--- src/rtl/async_fifo_pkg.sv ---
// rtl/async_fifo_pkg.sv - shared Gray/binary helpers and defaults for the dual-clock FIFO
package async_fifo_pkg;

   localparam int DEFAULT_ADDR_WIDTH  = 4;
   localparam int DEFAULT_SYNC_STAGES = 2;
   localparam int PTR_MAX_W           = 32;

   // Callers zero-extend into PTR_MAX_W and size-cast the result back to their own width.
   function automatic logic [PTR_MAX_W-1:0] bin2gray(input logic [PTR_MAX_W-1:0] bin);
      return bin ^ (bin >> 1);
   endfunction

   function automatic logic [PTR_MAX_W-1:0] gray2bin(input logic [PTR_MAX_W-1:0] gray);
      logic [PTR_MAX_W-1:0] bin;
      bin[PTR_MAX_W-1] = gray[PTR_MAX_W-1];
      for (int i = PTR_MAX_W-2; i >= 0; i--) begin
         bin[i] = bin[i+1] ^ gray[i];
      end
      return bin;
   endfunction

endpackage

--- src/rtl/ptr_sync.sv ---
// rtl/ptr_sync.sv - multi-flop synchroniser for a Gray pointer crossing into the local clock
module ptr_sync
   import async_fifo_pkg::*;
#(
   parameter int WIDTH  = DEFAULT_ADDR_WIDTH + 1,
   parameter int STAGES = DEFAULT_SYNC_STAGES
) (
   input  logic             clk_i,
   input  logic             arstn_i,
   input  logic [WIDTH-1:0] d_i,
   output logic [WIDTH-1:0] q_o
);

   logic [WIDTH-1:0] sync_q [STAGES];
   logic [WIDTH-1:0] sync_d [STAGES];

   always_comb begin
      sync_d[0] = d_i;
      for (int i = 1; i < STAGES; i++) begin
         sync_d[i] = sync_q[i-1];
      end
   end

   always_ff @(posedge clk_i or negedge arstn_i) begin
      if (!arstn_i) begin
         for (int i = 0; i < STAGES; i++) sync_q[i] <= '0;
      end else begin
         for (int i = 0; i < STAGES; i++) sync_q[i] <= sync_d[i];
      end
   end

   assign q_o = sync_q[STAGES-1];

endmodule

--- src/rtl/wr_ptr_full_ctrl.sv ---
// rtl/wr_ptr_full_ctrl.sv - write-domain pointer, full/almost-full/level/overflow status
// Optional sticky overflow register built when WR_PTR_FULL_OVERFLOW_EN is defined.
module wr_ptr_full_ctrl
   import async_fifo_pkg::*;
#(
   parameter int ADDR_WIDTH  = DEFAULT_ADDR_WIDTH,
   parameter int SYNC_STAGES = DEFAULT_SYNC_STAGES
) (
   input  logic                  wr_clk_i,
   input  logic                  wr_arstn_i,
   input  logic                  wr_en_i,
   input  logic [ADDR_WIDTH:0]   rd_ptr_i,
   input  logic [ADDR_WIDTH:0]   afull_thresh_i,
   input  logic                  ovf_clr_i,
   output logic [ADDR_WIDTH-1:0] wr_addr_o,
   output logic                  wr_inc_o,
   output logic [ADDR_WIDTH:0]   wr_ptr_o,
   output logic                  full_o,
   output logic                  almost_full_o,
   output logic [ADDR_WIDTH:0]   wr_level_o,
   output logic                  overflow_o
);

   localparam logic [ADDR_WIDTH:0] DEPTH_W = {1'b1, {ADDR_WIDTH{1'b0}}};

   logic [ADDR_WIDTH:0] wbin_q, wbin_d;
   logic [ADDR_WIDTH:0] wgray_q, wgray_d;
   logic [ADDR_WIDTH:0] level_q, level_d;
   logic                full_q, full_d;
   logic                afull_q, afull_d;
   logic [ADDR_WIDTH:0] rq_ptr;
   logic [ADDR_WIDTH:0] rbin_sync;
   logic [ADDR_WIDTH:0] thresh_eff;

   ptr_sync #(
      .WIDTH  (ADDR_WIDTH + 1),
      .STAGES (SYNC_STAGES)
   ) u_rd_ptr_sync (
      .clk_i   (wr_clk_i),
      .arstn_i (wr_arstn_i),
      .d_i     (rd_ptr_i),
      .q_o     (rq_ptr)
   );

   assign wr_inc_o = wr_en_i & ~full_q;

   // Status is computed from the post-write pointer so full asserts on the accepting edge.
   always_comb begin
      wbin_d     = wbin_q + {{ADDR_WIDTH{1'b0}}, wr_inc_o};
      wgray_d    = (ADDR_WIDTH+1)'(bin2gray(PTR_MAX_W'(wbin_d)));
      rbin_sync  = (ADDR_WIDTH+1)'(gray2bin(PTR_MAX_W'(rq_ptr)));
      full_d     = (wgray_d == {~rq_ptr[ADDR_WIDTH:ADDR_WIDTH-1], rq_ptr[ADDR_WIDTH-2:0]});
      level_d    = wbin_d - rbin_sync;
      thresh_eff = (afull_thresh_i > DEPTH_W) ? DEPTH_W : afull_thresh_i;
      afull_d    = (level_d >= thresh_eff);
   end

   always_ff @(posedge wr_clk_i or negedge wr_arstn_i) begin
      if (!wr_arstn_i) begin
         wbin_q  <= '0;
         wgray_q <= '0;
         level_q <= '0;
         full_q  <= 1'b0;
         afull_q <= 1'b0;
      end else begin
         wbin_q  <= wbin_d;
         wgray_q <= wgray_d;
         level_q <= level_d;
         full_q  <= full_d;
         afull_q <= afull_d;
      end
   end

   assign wr_addr_o     = wbin_q[ADDR_WIDTH-1:0];
   assign wr_ptr_o      = wgray_q;
   assign full_o        = full_q;
   assign almost_full_o = afull_q;
   assign wr_level_o    = level_q;

`ifdef WR_PTR_FULL_OVERFLOW_EN
   logic ovf_q, ovf_d;

   // A rejected write in the same cycle as a clear leaves the flag set.
   always_comb begin
      ovf_d = ovf_q;
      if (ovf_clr_i) ovf_d = 1'b0;
      if (wr_en_i && full_q) ovf_d = 1'b1;
   end

   always_ff @(posedge wr_clk_i or negedge wr_arstn_i) begin
      if (!wr_arstn_i) ovf_q <= 1'b0;
      else             ovf_q <= ovf_d;
   end

   assign overflow_o = ovf_q;
`else
   logic ovf_clr_unused;
   assign ovf_clr_unused = ovf_clr_i;
   assign overflow_o     = 1'b0;
`endif

endmodule
--- config.mk ---
export PLATFORM = sky130hd
export DESIGN_NAME = wr_ptr_full_ctrl
export DESIGN_NICKNAME = d
export VERILOG_FILES = /design/src/rtl/async_fifo_pkg.sv /design/src/rtl/ptr_sync.sv /design/src/rtl/wr_ptr_full_ctrl.sv
export SDC_FILE = /design/constraint.sdc
export NUM_CORES = 1
export LEC_CHECK = 0
export ABC_AREA = 1
export BUFFER_PORTS_ARGS = -buffer_cell sky130_fd_sc_hd__buf_2
export CAP_MARGIN = 10
export CORE_MARGIN = 2
export CORE_UTILIZATION = 25
export DETAILED_ROUTE_END_ITERATION = 16
export GPL_TIMING_DRIVEN = 0
export MAX_ROUTING_LAYER = met4
export PLACE_DENSITY_LB_ADDON = 0.15
export SLEW_MARGIN = 30
export SYNTH_ARGS = -nofsm -noshare
export SYNTH_HDL_FRONTEND = slang
export SYNTH_SLANG_ARGS = --single-unit
--- constraint.sdc ---
create_clock -name wr_clk_i -period 8.3 [get_ports wr_clk_i]
set_clock_uncertainty 0.05 [all_clocks]
set_input_delay 1.245 -clock wr_clk_i [delete_from_list [all_inputs] [get_ports wr_clk_i]]
set_output_delay 1.245 -clock wr_clk_i [all_outputs]
set_load 0.03 [all_outputs]
# Word level (Yosys, flattened, before mapping)

Index checks and enable logic that the tools add are counted.

Latch bits: 0
Memories: 0
Output and inout bits: 18
Bits in writable memories: 0
Bits of input ports: 14
Register bits after elaboration: 27
Memory bits (read-only): 0

Divide/modulo/power cells: 0
Bitwise operators: 8
Multipliers: 0
Mux-type cells: 1
Reduce and logical (&&, ||, !) cells: 0
Add/subtract/negate cells: 2
Shifts and indexed selects: 0
$lt $le $gt $ge: 2
Equal/unequal tests: 1

Operators with widths:

| cell                                      | count |
|---|---|
| adder 5 x 1 -> 5 bit                      | 1 |
| == test 5 bit                             | 1 |
| >= comparator 5 bit                       | 1 |
| > comparator 5 bit, second input constant | 1 |
| 2-to-1 mux 5 bit                          | 1 |
| subtractor 5 bit                          | 1 |
| XOR 5 x 4 -> 5 bit                        | 1 |
| XOR 1 bit                                 | 4 |
| NOT 2 bit                                 | 1 |
| bitwise AND 1 bit                         | 1 |
| NOT 1 bit                                 | 1 |

# Depth between registers and ports, before layout

Depth in word-level cells: 6
Mapped depth: 16

# Hierarchy

Synthesis repeated with hierarchy kept, for this count alone.

Cell total of the unflattened synthesis: 145
Area total of the unflattened synthesis: 1305.0 µm²

By module, submodules not included:

| module           | instances | cells each | area an instance (µm²) | seq. area each (µm²) |
|---|---|---|---|---|
| wr_ptr_full_ctrl | 1         | 135        | 1054.8                 | 400.4 |
| ptr_sync         | 1         | 10         | 250.2                  | 250.2 |

# Worst setup path before layout

No wires, ideal clock.

Path type: input -> register
Start point: input wr_en_i
End point: register afull_q, in the netlist almost_full_o
Required time: 8104 ps
Slack: 4282 ps
Library setup time: 146 ps
Stages: 14
Arrival time: 3822 ps
Buffers on the path: 0
Cell sequence: inv_1 nor2_1 ha_1 ha_1 nand2_1 nand2_2 inv_2 ha_1 a31oi_1 xnor2_1 ha_1 a21oi_1 o21a_1 o311ai_0

Cells in the longest elaborated chain, start to end: 4

Ends and longest elaborated chain:

| what                   | line                   | RTL |
|---|---|---|
| start: declaration     | wr_ptr_full_ctrl.sv:11 | `input logic wr_en_i,` |
| bitwise AND 1 bit      | wr_ptr_full_ctrl.sv:45 | `assign wr_inc_o = wr_en_i & ~full_q;` |
| named net wr_inc_o     | wr_ptr_full_ctrl.sv:16 | `output logic wr_inc_o,` |
| adder 5 x 1 -> 5 bit   | wr_ptr_full_ctrl.sv:49 | `wbin_d = wbin_q + {{ADDR_WIDTH{1'b0}}, wr_inc_o};` |
| named net wbin_d[2]    | wr_ptr_full_ctrl.sv:26 | `logic [ADDR_WIDTH:0] wbin_q, wbin_d;` |
| subtractor 5 bit       | wr_ptr_full_ctrl.sv:53 | `level_d = wbin_d - rbin_sync;` |
| named net level_d[4]   | wr_ptr_full_ctrl.sv:28 | `logic [ADDR_WIDTH:0] level_q, level_d;` |
| >= comparator 5 bit    | wr_ptr_full_ctrl.sv:55 | `afull_d = (level_d >= thresh_eff);` |
| named net afull_d      | wr_ptr_full_ctrl.sv:30 | `logic afull_q, afull_d;` |
| end signal: assignment | wr_ptr_full_ctrl.sv:70 | `afull_q <= afull_d;` |
| end: declaration       | wr_ptr_full_ctrl.sv:30 |  |

The timed path passes the listed nets, and every way through them passes these cells.

# Final worst setup path

Start point: input wr_en_i
End point: register afull_q, in the netlist almost_full_o

Cells in the longest elaborated chain, start to end: 4

Ends and longest elaborated chain:

| what                 | line |
|---|---|
| bitwise AND 1 bit    | wr_ptr_full_ctrl.sv:45 |
| adder 5 x 1 -> 5 bit | wr_ptr_full_ctrl.sv:49 |
| named net wbin_d[2]  | wr_ptr_full_ctrl.sv:26 |
| subtractor 5 bit     | wr_ptr_full_ctrl.sv:53 |
| named net level_d[4] | wr_ptr_full_ctrl.sv:28 |
| >= comparator 5 bit  | wr_ptr_full_ctrl.sv:55 |
| named net afull_d    | wr_ptr_full_ctrl.sv:30 |

The timed path passes the listed nets, and every way through them passes these cells.

==> results.md <==
- Status: completed
- Tcrit/Tclk final: 45.1%
- WL final: 2.63 mm
- CP max-delay cell: ha_1
- CTS clk-pin slew, worst paths: 0.09 ns
- Post-route DRC: 0
- Avg WL per Cell: 10.6 µm
- WP data required: 8.38 ns
- Critical path arrival: 3.82 ns
- Crit-path max FO: 6
- Hold_buf cts: 0
- P per Cell Area: 440 nW/µm²
- Vias: 1046
- Total GRT Usage: 9.88%
- Vias per cell: 4.23
- Initial antenna violation count: 0
- P&R area growth vs syn: 20.7%
- Final Setup Violations: 0
- # clock sinks: 26
- Vias in the first global route: 1051
- CP Capture Type: flip-flop
- Die ar.: 5880 µm²
- Starting Density: 25.9%
- Clk_lat worst skew: 0.27 ns
- First-pass DRT Iterations: 4
- Final min period: 3.74 ns
- Cell variety after synth: 23
- Slew margin rel.: 61.2%
- Slew Viols, Final: 0
- Clock power frac: 10.3%
- Register bit total from synthesis: 26
- Final Util: 31.2%
- RSZ-0062 raised after global routing: no
- Setup Fix Bufs, Post-CTS: 0
- Max capacitance violation total: 0
- Yosys warns: 0
- Hold Path Class: flip-flop to flip-flop
- Largest net degree at the start of global routing: 27
- CTS Buffer Depth: 2
- Total Nets Final: 205
- Die Y: 76.7 µm
- Number of port buffers: 29
- Die extent in x: 76.7 µm
- Cells along the critical path: buf_2, inv_1, nor2_1, ha_1, ha_1, nand2_1, nand2_2, inv_2, ha_1, a31oi_1, xnor2_1, ha_1, a21oi_1, o21a_1, o311ai_0
- Core Rows: 26
- Initial DRC count: 108
- Final setup margin: 4.56 ns
- CTS tree: done
- Most common cell after layout, fill and taps aside: nand2_1
- Reg power frac: 27.3%
- Post-DRT Antenna Nets: 0
- Gpl congestion: 0.814
- # diodes: 0
- Final Non-Filler Cells: 247
- Setup crit start kind: input pin
- Grt total ovfl: 0
- Final Hold Vio Count: 0
- Setup Total Neg Slack: 0 ns
- Mapped Avg Cell Area: 9.11 µm²
- Global-route wire length before repair: 4.57 mm
- Sw frac: 49.4%
- Root Buffer: clkbuf_8
- Synthesized instance count: 145
- Placed cells: 244
- # IOs: 32
- Pint: 0.356 mW
- DP HPWL: 2.07 mm
- Core box area: 5110 µm²
- Fmax: 267 MHz
- Slowest cell delay on critical path: 0.34 ns
- Total CTS buffers: 3
- Most used cell, CP: ha_1
- CP Class: input pin to flip-flop
- Gate power share: 62.4%
- Syn Std Cell Area: 1320 µm²
- H-tree depth: 1
- Synth Net Count: 171
- Leakage power total: 0.864 nW
- Layout cells sized above 1: 24.3%
- Dpl ws: 4.27 ns
- Commonest non-fill, non-tap cells in the layout: 39 x nand2_1, 29 x buf_2, 26 x dfrtp_1
- Resize count post-CTS: 0
- Max VDD drop: 0.106 mV
- Switching pwr: 0.347 mW
- Fill count: 540
- Sequential fraction of the synthesis area: 49.2%
- Worst slew pin tran: 0.582 ns
==> flip-flops by register name (all words and copies together), names as in the netlist <==
register              count
u_rd_ptr_sync.sync_d      5
full_o                    1
wbin_q                    5
u_rd_ptr_sync.q_o         5
almost_full_o             1
wr_ptr_o                  4
wr_level_o                5
==> cell type report <==
class / count / area, µm² / area share [%]
Timing Repair Buffer: 29 / 145 / 9.10
Inverter: 20 / 75.1 / 4.71
Clock buffer: 3 / 41.3 / 2.59
Sequential cell: 26 / 651 / 40.8
Multi-Input combinational cell: 97 / 577 / 36.2
Buffer: 2 / 18.8 / 1.18
Tap cell: 70 / 87.6 / 5.49
==> through the flow <==
step	hold slack, ns	power, mW	area [µm²]
floorplan	0.281	0.522	1320
global placement	0.282	0.619	1550
detailed placement	0.289	0.637	1550
CTS	0.308	0.711	1600
global route	0.314	0.773	1600
finish	0.307	0.703	1600
==> cell families (layout without fill, tap and decap cells) <==
kind of cell / after synthesis / count (layout) / synth area share, %
and+or+nand+nor: 71 / 71 / 24.3
other: 1 / 1 / 0.284
AOI/OAI and AO/OA: 8 / 8 / 3.79
buffers and inverters: 22 / 54 / 7.10
xor gates and xnor gates: 5 / 5 / 3.31
adders and majority gates: 12 / 12 / 11.9
DFF: 26 / 26 / 49.2
==> cell usage after synthesis <==
cell type	n	area (µm²)
inv_2	2	7.51
nand2_2	6	37.5
nand3_2	1	10.0
o311ai_0	1	8.76
a21oi_1	4	20.0
dfrtp_1	26	651
inv_1	18	67.6
nand2b_1	1	6.26
o21a_1	1	7.51
fa_1	1	20.0
nor3_1	1	5.00
nand4_1	5	31.3
nand2_1	39	146
buf_4	1	7.51
a31oi_1	1	6.26
buf_6	1	11.3
xor2_1	3	26.3
ha_1	11	138
nand3_1	14	70.1
a21o_1	1	7.51
xnor2_1	2	17.5
conb_1	1	3.75
nor2_1	4	15.0
==> path summary, 6_finish.rpt <==
check	from	endpoint	slack, ns	cells after the start
max	wr_en_i	almost_full_o	4.56	15
min	u_rd_ptr_sync.sync_d[4]	u_rd_ptr_sync.q_o[4]	0.31	0
max reg2reg	u_rd_ptr_sync.q_o[4]	almost_full_o	5.20	15
min reg2reg	u_rd_ptr_sync.sync_d[4]	u_rd_ptr_sync.q_o[4]	0.31	0
max in group asynchronous	wr_arstn_i	almost_full_o	6.91	1
min in group asynchronous	wr_arstn_i	u_rd_ptr_sync.sync_d[4]	0.91	1
==> worst max-delay path, delay by kind of cell <==
kind | cells | cell delay (ns)
adders and majority gates | 4 | 1.21
buffers and inverters | 3 | 0.15
and+or+nand+nor | 3 | 0.37
xor gates and xnor gates | 1 | 0.18
AOI/OAI and AO/OA | 4 | 0.66
==> per-layer routing <==
metal	part of all wire (%)	track usage (%)
met2	48	15.6
met5	0	-
met1	46	12.2
met3	4.2	2.59
met4	1.7	3.45
==> power groups by stage <==
stage | Combinational, mW | Clock, mW | Sequential [mW]
after floorplan | 0.250 | 0 | 0.271
final | 0.438 | 0.0723 | 0.192
after global routing | 0.495 | 0.0807 | 0.198
after detailed placement | 0.442 | 0 | 0.195
after CTS | 0.445 | 0.0741 | 0.193
after global placement | 0.428 | 0 | 0.192
Note: power is estimated with default switching activity, not from simulation.
